$ cat config.mk
export PLATFORM = sky130hd
export DESIGN_NAME = ghost_motion_ctrl
export DESIGN_NICKNAME = d
export VERILOG_FILES = /design/src/rtl/ghost_pkg.sv /design/src/rtl/lfsr16.sv /design/src/rtl/ghost_motion_ctrl.sv
export SDC_FILE = /design/constraint.sdc
export NUM_CORES = 1
export LEC_CHECK = 0
export CORE_ASPECT_RATIO = 2
export CORE_MARGIN = 2
export CORE_UTILIZATION = 35
export CTS_BUF_LIST = sky130_fd_sc_hd__clkbuf_8 sky130_fd_sc_hd__clkbuf_16
export DETAILED_ROUTE_END_ITERATION = 6
export GPL_ROUTABILITY_DRIVEN = 0
export HOLD_SLACK_MARGIN = 0.1
export PLACE_DENSITY = 0.61
export SKIP_LAST_GASP = 1
export SLEW_MARGIN = 20
export SYNTH_ARGS = -nofsm -noshare
export SYNTH_HDL_FRONTEND = slang
export SYNTH_HIERARCHICAL = 1
export SYNTH_SLANG_ARGS = --single-unit
export TNS_END_PERCENT = 5
$ cat constraint.sdc
create_clock -name clk -period 6.2 [get_ports clk]
set_input_delay 1.86 -clock clk [delete_from_list [all_inputs] [get_ports clk]]
set_output_delay 1.86 -clock clk [all_outputs]
set_load 0.02 [all_outputs]
$ cat src/rtl/ghost_pkg.sv
// Shared types and constants for the ghost sprite controllers.
package ghost_pkg;

    typedef enum logic [1:0] {
        DIR_RIGHT = 2'b00,
        DIR_DOWN  = 2'b01,
        DIR_LEFT  = 2'b10,
        DIR_UP    = 2'b11
    } dir_t;

    typedef enum logic [1:0] {
        IDLE,
        WAIT,
        STEP,
        DEAD
    } ghost_state_t;

    localparam logic [15:0] LFSR_SEED = 16'hACE1;
    localparam logic [15:0] LFSR_MASK = 16'hB400;

    // Flipping bit 1 of the encoding turns right<->left and down<->up.
    function automatic dir_t reverse_dir(input dir_t d);
        return dir_t'(d ^ 2'b10);
    endfunction

endpackage

$ cat src/rtl/lfsr16.sv
// Free-running 16-bit Galois LFSR; a non-zero seed keeps it out of the all-zero lock-up state.
module lfsr16
    import ghost_pkg::*;
(
    input  logic        clk,
    input  logic        reset,
    output logic [15:0] q
);

    logic [15:0] lfsr_q;

    // NOTE: sequential state uses non-blocking assignments so every flop samples pre-edge values.
    always_ff @(posedge clk or posedge reset) begin
        if (reset) begin
            lfsr_q <= LFSR_SEED;
        end else begin
            lfsr_q <= {1'b0, lfsr_q[15:1]} ^ (lfsr_q[0] ? LFSR_MASK : 16'h0000);
        end
    end

    assign q = lfsr_q;

endmodule

$ cat src/rtl/ghost_motion_ctrl.sv
// Per-frame motion/appearance controller for one 16x16 ghost: walks, bounces off edges,
// turns pseudo-randomly, and hides/respawns after a hit.
module ghost_motion_ctrl
    import ghost_pkg::*;
#(
    parameter int H_RES          = 640,
    parameter int V_RES          = 480,
    parameter int SPRITE_SIZE    = 16,
    parameter int START_X        = 312,
    parameter int START_Y        = 232,
    parameter int TURN_MOVES     = 32,
    parameter int RESPAWN_FRAMES = 60
) (
    input  logic        clk,
    input  logic        reset,
    input  logic        frame_start,
    input  logic        en,
    input  logic [3:0]  speed,
    input  logic [5:0]  period,
    input  logic [1:0]  color_sel,
    input  logic        hit,
    output logic [10:0] x0,
    output logic [10:0] y0,
    output logic [3:0]  ctrl,
    output logic        visible
);

    localparam logic signed [11:0] X_LIM = 12'(H_RES - SPRITE_SIZE);
    localparam logic signed [11:0] Y_LIM = 12'(V_RES - SPRITE_SIZE);
    localparam int MC_W = $clog2(TURN_MOVES + 1);
    localparam int DC_W = $clog2(RESPAWN_FRAMES + 1);

    ghost_state_t    state_q, state_d;
    logic [10:0]     x0_q, x0_d;
    logic [10:0]     y0_q, y0_d;
    dir_t            dir_q, dir_d;
    logic [1:0]      color_q, color_d;
    logic            visible_q, visible_d;
    logic [5:0]      frame_cnt_q, frame_cnt_d;
    logic [MC_W-1:0] move_cnt_q, move_cnt_d;
    logic [DC_W-1:0] dead_cnt_q, dead_cnt_d;

    logic [15:0] lfsr;

    lfsr16 u_lfsr (
        .clk   (clk),
        .reset (reset),
        .q     (lfsr)
    );

    // Single-axis step datapath: only the coordinate along the current direction moves.
    logic               step_vert;
    logic               step_back;
    logic signed [11:0] pos_cur;
    logic signed [11:0] pos_lim;
    logic signed [11:0] pos_sum;
    logic signed [11:0] delta;
    logic [10:0]        pos_new;
    logic               edge_hit;

    always_comb begin
        step_vert = (dir_q == DIR_DOWN) || (dir_q == DIR_UP);
        step_back = (dir_q == DIR_LEFT) || (dir_q == DIR_UP);
        delta     = {8'b0, speed};
        pos_cur   = step_vert ? {1'b0, y0_q} : {1'b0, x0_q};
        pos_lim   = step_vert ? Y_LIM : X_LIM;
        pos_sum   = step_back ? (pos_cur - delta) : (pos_cur + delta);
        pos_new   = pos_sum[10:0];
        edge_hit  = 1'b0;
        if (step_back && pos_sum[11]) begin
            pos_new  = '0;
            edge_hit = 1'b1;
        end else if (!step_back && (pos_sum > pos_lim)) begin
            pos_new  = pos_lim[10:0];
            edge_hit = 1'b1;
        end
    end

    logic            hit_kill;
    logic [6:0]      frame_inc;
    logic [5:0]      eff_period;
    logic [MC_W-1:0] move_inc;
    logic [DC_W-1:0] dead_inc;

    assign hit_kill   = hit && (state_q != DEAD);
    assign frame_inc  = {1'b0, frame_cnt_q} + 7'd1;
    assign eff_period = (period == 6'd0) ? 6'd1 : period;
    assign move_inc   = move_cnt_q + MC_W'(1);
    assign dead_inc   = dead_cnt_q + DC_W'(1);

    // NOTE: every signal driven here gets a default first, so no path can infer a latch.
    always_comb begin
        state_d     = state_q;
        x0_d        = x0_q;
        y0_d        = y0_q;
        dir_d       = dir_q;
        color_d     = color_q;
        visible_d   = visible_q;
        frame_cnt_d = frame_cnt_q;
        move_cnt_d  = move_cnt_q;
        dead_cnt_d  = dead_cnt_q;

        if (frame_start) begin
            color_d = color_sel;
        end

        case (state_q)
            IDLE: begin
                if (!hit_kill && en) begin
                    state_d = WAIT;
                end
            end
            WAIT: begin
                if (!hit_kill) begin
                    if (!en) begin
                        state_d = IDLE;
                    end else if (frame_start) begin
                        if (frame_inc >= {1'b0, eff_period}) begin
                            frame_cnt_d = '0;
                            state_d     = STEP;
                        end else begin
                            frame_cnt_d = frame_inc[5:0];
                        end
                    end
                end
            end
            STEP: begin
                if (!hit_kill) begin
                    if (step_vert) begin
                        y0_d = pos_new;
                    end else begin
                        x0_d = pos_new;
                    end
                    if (edge_hit) begin
                        dir_d = reverse_dir(dir_q);
                    end
                    // An edge bounce outranks the scheduled random turn.
                    if (move_inc == MC_W'(TURN_MOVES)) begin
                        move_cnt_d = '0;
                        if (!edge_hit) begin
                            dir_d = dir_t'(lfsr[1:0]);
                        end
                    end else begin
                        move_cnt_d = move_inc;
                    end
                    state_d = en ? WAIT : IDLE;
                end
            end
            DEAD: begin
                if (frame_start) begin
                    if (dead_inc == DC_W'(RESPAWN_FRAMES)) begin
                        x0_d        = {2'b00, lfsr[8:0]};
                        y0_d        = {3'b000, lfsr[15:8]};
                        dir_d       = dir_t'(lfsr[1:0]);
                        visible_d   = 1'b1;
                        move_cnt_d  = '0;
                        frame_cnt_d = '0;
                        state_d     = en ? WAIT : IDLE;
                    end else begin
                        dead_cnt_d = dead_inc;
                    end
                end
            end
            default: state_d = IDLE;
        endcase

        if (hit_kill) begin
            state_d    = DEAD;
            visible_d  = 1'b0;
            dead_cnt_d = '0;
        end
    end

    always_ff @(posedge clk or posedge reset) begin
        if (reset) begin
            state_q     <= IDLE;
            x0_q        <= 11'(START_X);
            y0_q        <= 11'(START_Y);
            dir_q       <= DIR_RIGHT;
            color_q     <= 2'b00;
            visible_q   <= 1'b1;
            frame_cnt_q <= '0;
            move_cnt_q  <= '0;
            dead_cnt_q  <= '0;
        end else begin
            state_q     <= state_d;
            x0_q        <= x0_d;
            y0_q        <= y0_d;
            dir_q       <= dir_d;
            color_q     <= color_d;
            visible_q   <= visible_d;
            frame_cnt_q <= frame_cnt_d;
            move_cnt_q  <= move_cnt_d;
            dead_cnt_q  <= dead_cnt_d;
        end
    end

    assign x0      = x0_q;
    assign y0      = y0_q;
    assign ctrl    = {color_q, dir_q};
    assign visible = visible_q;

endmodule

* Yosys cells after proc, flatten, opt, wreduce, memory -nomap -nowiden
Cells that the tools add are included.
** Word-level totals
- Input bits :: 17
- Register bits after elaboration :: 63
- Logic and storage cells :: 117
** Operators by class
- Equality and inequality tests :: 23
- Add/subtract/negate cells :: 5
- Reduce and logical (&&, ||, !) cells :: 22
- Bitwise logic cells :: 2
- Muxes and demuxes :: 53
- Order comparisons :: 2
** Operator list (count)
- $mux 11 :: 11
- $mux 6 :: 13
- $pmux 11 s2 :: 2
- $mux 2 :: 13
- $pmux 6 s2 :: 2
- $ne 2x2->1 const B :: 10
- $mux 16 :: 1
- $xor 15x16->16 :: 1
- $reduce_and 5->1 :: 3
- $add 11x4->12 :: 1
- $add 6x1->6 const B :: 2
- $eq 6x6->1 const B :: 2
- $gt 12x11->1 :: 1
- $mux 12 :: 1
- $sub 11x4->12 :: 1
- $mux 10 :: 1
- $reduce_bool 2->1 :: 5
- $ne 3x3->1 const B :: 3
- $eq 2x2->1 const B :: 4
- $ne 4x4->1 const B :: 2
- $pmux 2 s4 :: 1
- $add 6x1->7 const B :: 1
- $ge 7x6->1 :: 1
- $mux 1 :: 7
- other kinds (11) :: 18

* Logic depth before layout (Yosys ltp)
- Depth after elaboration :: 14
- Gate-level depth with buffers :: 20

* Cells and area by module
Netlist, hierarchy kept.
** Modules (own cells, without submodules)
- ghost_motion_ctrl :: area an instance 3440.8 um^2, sequential area each 1187.4 um^2, cells each 396, times used 1
- lfsr16 :: area an instance 440.4 um^2, sequential area each 410.4 um^2, cells each 20, times used 1

* Worst setup path before layout
No wires, ideal clock.
- Path type :: input -> register
- Start point :: input port speed[2]
- End point :: register y0_q[0], in the netlist y0[0]
- Arrival time :: 5255 ps
- Required time :: 6114 ps
- Buffers on the path :: 1
- Setup time :: 86 ps
- Slack :: 859 ps
- Stages on the path :: 18
- Path through :: nor3_1 ha_1 mux2i_1 ha_1 o21ai_0 a21oi_1 o21ai_0 o21ai_0 xor2_1 ha_1 a211o_1 a211o_1 o21ai_0 o31ai_4 and2_4 buf_6 or2_4 o221ai_2
** On the way
- Cells in the longest elaborated chain, start to end :: 9
** RTL lines
- start: declaration :: line ghost_motion_ctrl.sv:18 : input logic [3:0] speed,
- $add 11x4->12 / $sub 11x4->12 (equally long branches) :: line ghost_motion_ctrl.sv:67 : pos_sum = step_back ? (pos_cur - delta) : (pos_cur + delta);
- $mux 12 (*) :: line ghost_motion_ctrl.sv:67
- $gt 12x11->1 :: line ghost_motion_ctrl.sv:73 : end else if (!step_back && (pos_sum > pos_lim)) begin
- $logic_and 1x1->1 :: line ghost_motion_ctrl.sv:73
- $mux 11 :: line ghost_motion_ctrl.sv:73
- $mux 11 (*) :: line ghost_motion_ctrl.sv:70 : if (step_back && pos_sum[11]) begin
- $mux 11 (*) :: line ghost_motion_ctrl.sv:129 : if (step_vert) begin
- $mux 11 (*) :: line ghost_motion_ctrl.sv:128 : if (!hit_kill) begin
- $pmux 11 s2 (*) :: line ghost_motion_ctrl.sv:107 : case (state_q)
- end signal: assignment :: line ghost_motion_ctrl.sv:178 : y0_q <= 11'(START_Y);
- end signal: assignment :: line ghost_motion_ctrl.sv:188 : y0_q <= y0_d;
- end: declaration :: line ghost_motion_ctrl.sv:35 : logic [10:0] y0_q, y0_d;
Every way passes the cells marked *; elsewhere a longest branch is shown, timed or not. The select of a mux whose other input is x is not followed.
A chain may end at the register's enable or synchronous reset.

* Worst setup path after layout
- Start point :: input port speed[2]
- End point :: register y0_q[4], in the netlist y0[4]
Same word-level chain as after synthesis.

==> implementation parameters <==
Parameter                              Value

Status
  Result of the run    completed

Routing
  DRC violation count after routing    0
  Vias per std cell    5.39
  Avg WL per Cell    17.0 um
  Number of antenna-violating nets in the routed design    0
  Iteration-0 DRC Markers    92
  Vias    3260
  Initial DRT Pass Iterations    4
  Total wire length    10.3 mm

Critical path
  Cell count of the worst reg-to-reg path    18
  Worst Path Required    6.39 ns
  Setup Crit Path Kind    input port to flip-flop
  Cells along the critical path    clkdlybuf4s50_1 -> nor3_1 -> ha_1 -> mux2i_1 -> ha_1 -> o21ai_0 -> a21oi_1 -> o21ai_0 -> o21ai_0 -> xor2_1 -> ha_1 -> a211o_1 -> a211o_1 -> o21ai_0 -> o31ai_4 -> and2_4 -> o21ai_0 -> buf_4 -> a31oi_1
  Slowest cell on the critical path    clkdlybuf4s50_1
  Most frequent cell on the critical path    o21ai_0
  Worst setup endpoint    y0[4]$_DFFE_PP0P_
  Setup slack, reg-to-reg    1.87 ns
  Data arrival time at the worst-slack endpoint    6.05 ns
  Kind of start point of the critical path    input port
  Worst reg2reg endpoint    y0[4]$_DFFE_PP0P_
  Source of the worst register-to-register timing path    dir_q[0]$_DFFE_PP0P_
  Worst-path maximum fanout    9
  Largest incremental delay on the critical path    0.45 ns
  Critical path endpoint category    flip-flop
  Timing startpoint of the critical path    speed[2]

Logic synthesis
  Dominant cells by area after synthesis    dfrtp_1, dfstp_2, ha_1, nand2_1, o21ai_0
  Most used standard cell by instance count after synthesis    nand2_1
  Share of synthesized area occupied by flip-flops and latches    0.412
  Cells after synthesis    416
  Synth area leader    dfrtp_1
  Synthesis Warnings    6
  Mapped Area    3880 sq um
  Syn Nets    461
  #FFs+latches synth    63
  Most instantiated cells after synthesis    nand2_1, dfrtp_1, nor2_1
  Top-area cell type share of the netlist area    0.297
  EDFF count, synth    0
  Dominant synthesized flop cell    dfrtp_1
  Mean post-synth cell area    9.33 sq um
  Cell variety after synth    53
  Fraction of registers with async set or reset after synthesis    1.00

Clock tree
  Clock tree from TritonCTS    built
  Total CTS buffers    9
  Post-CTS sizing    0
  Maximum buffer depth of the clock tree    2
  CTS sink count    63
  Number of buffers added to fix hold violations after cts    0
  Worst-skew pair later-pin latency    0.33 ns
  Root Driver    clkbuf_16
  H-tree depth    3
  Clk pin slew, worst setup/hold paths    0.06 ns
  Number of post-CTS setup repair buffers    0

Global route
  Pin count of the biggest net entering global routing    48
  Antenna violations before repair    0
  Wire length of the first global-routing pass    16.6 mm
  Total global-route track usage    0.180
  Overflow left after global routing    0
  Vias in the first global route    3393

Final layout
  Final standard cell area without fillers    4750 sq um
  Count of antenna diodes in the layout    0
  Finished Layout Cells    605
  Total Nets Final    505
  Final core occ    0.437
  Fraction of layout instances using a drive strength above 1    0.144
  Layout overhead on the synthesized area    22.4%

Timing
  Largest clock skew in the final design    0.0104 ns
  Worst-case setup margin in the final layout    0.340 ns
  Final worst-path cycle share    0.945
  Unrepaired setup endpoints after global routing    false
  Fin crit period    5.86 ns
  Worst max-slew margin expressed relative to the limit    0.434
  Final setup violation count    0
  Achievable clock frequency    0.171 GHz
  Final Slew Violations    0
  Worst Max-Slew Pin Slew    0.849 ns
  Sum Neg Setup Slack    0 ns
  Hold violation count in the final report    0
  Final worst hold slack    0.372 ns

Power and ir drop
  Standby leakage power    2.16 nW
  Pwr/cell area    311 nW/um^2
  PnR Total Power    1.48 mW
  Largest vdd supply drop    0.177 mV

Floorplan
  Core Rows    54
  Width of the die    78.5 um
  Full die area    12000 sq um
  Core footprint    10900 sq um
  IO Count    44
  Floorplan die height    153 um
  Initial Utilization    0.357

Place
  HPWL after detailed placement    7.93 mm
  Area of placed instances    4460 sq um
  Pre-CTS setup slack    0.0223 ns
  Port-buffer cells    43
  Total instance count after detailed placement    589

Run
  Number of maximum-capacitance violations    0

Min path
  Hold Path Class    flip-flop to flip-flop
where the power goes:
group | switching, mW | leakage (nW) | internal (mW)
logic | 0.268 | 1.24 | 0.213
clock network | 0.191 | 0.131 | 0.282
registers | 0.0530 | 0.785 | 0.468
state kept, by name, summed over array words and instances, names as in the netlist:
name	cells
frame_cnt_q	6
y0	11
visible	1
dir_q	2
dead_cnt_q	6
u_lfsr/q	16
color_q	2
x0	11
state_q	2
move_cnt_q	6
logic make-up (layout without fill, tap and decap cells):
| family | Yosys count | in the layout | share of synthesized area |
|---|---|---|---|
| buf+inv | 36 | 85 | 0.0367 |
| compound gates | 107 | 107 | 0.180 |
| mux | 22 | 22 | 0.0613 |
| xor+xnor | 22 | 22 | 0.0496 |
| flops | 63 | 63 | 0.412 |
| simple gates | 138 | 138 | 0.169 |
| fa+ha+maj | 28 | 28 | 0.0922 |
layout by cell type (no fill, tap or decap), types with 3 or more instances in the layout:
cell,synthesis,final
and2_1,4,4
clkdlybuf4s50_1,0,43
nand2b_1,3,3
nand3_1,11,11
dfrtp_1,46,46
nor2_1,37,37
o22ai_1,8,8
ha_1,27,27
inv_1,20,19
o21ai_0,35,35
a21oi_1,25,25
nand2_1,47,47
nor2b_1,4,4
xor2_1,11,11
and3_1,8,8
dfstp_2,17,17
o21a_1,5,5
or2_2,3,3
nand4_1,3,3
clkbuf_16,0,9
xnor2_1,11,11
a31oi_1,5,5
a21o_1,7,7
mux2_2,14,14
o31ai_1,6,6
buf_4,0,6
mux2i_1,8,8
nor3_1,7,7
clkinvlp_4,0,3
layer usage:
layer | global-route usage | wire, um | part of all wire | vias up
met5 | 0 | 0 | 0 | -
met4 | 0.123 | 586 | 0.057 | 0
met2 | 0.328 | 5570 | 0.54 | 88
li1 | - | - | - | 1567
met3 | 0.0325 | 305 | 0.030 | 36
met1 | 0.180 | 3790 | 0.37 | 1569
critical path, delay by kind of cell:
family	cells	cell delay [ns]
AO/OA/AOI/OAI	10	1.96
XOR/XNOR	1	0.21
adder cells (fa/ha/maj)	3	0.77
buffers and inverters	2	0.62
multiplexers	1	0.15
AND/OR/NAND/NOR	2	0.49
how the worst min path moves through the flow:
| stage | to | startpoint | slack [ns] | cells past startpoint |
|---|---|---|---|---|
| after floorplan | u_lfsr/q[5]$_DFF_PP1_ | u_lfsr/q[6]$_DFF_PP1_ | 0.35 | 0 |
| after global placement | u_lfsr/q[6]$_DFF_PP1_ | u_lfsr/q[7]$_DFF_PP1_ | 0.35 | 0 |
| after detailed placement | u_lfsr/q[5]$_DFF_PP1_ | u_lfsr/q[6]$_DFF_PP1_ | 0.36 | 0 |
| after CTS | u_lfsr/q[6]$_DFF_PP1_ | u_lfsr/q[7]$_DFF_PP1_ | 0.37 | 0 |
| after global routing | u_lfsr/q[6]$_DFF_PP1_ | u_lfsr/q[7]$_DFF_PP1_ | 0.37 | 0 |
| final | u_lfsr/q[6]$_DFF_PP1_ | u_lfsr/q[7]$_DFF_PP1_ | 0.37 | 0 |
layout make-up:
cell class                 count  area [sq um]
fill                        1061          6130
multi-input combinational    317          2140
sequential                    63          1600
timing repair buffer          49           475
clock buffer                  10           239
tap                          140           175
inverter                      20          76.3
clock inverter                 6          45.0
Power figures use the tool's default switching activity.
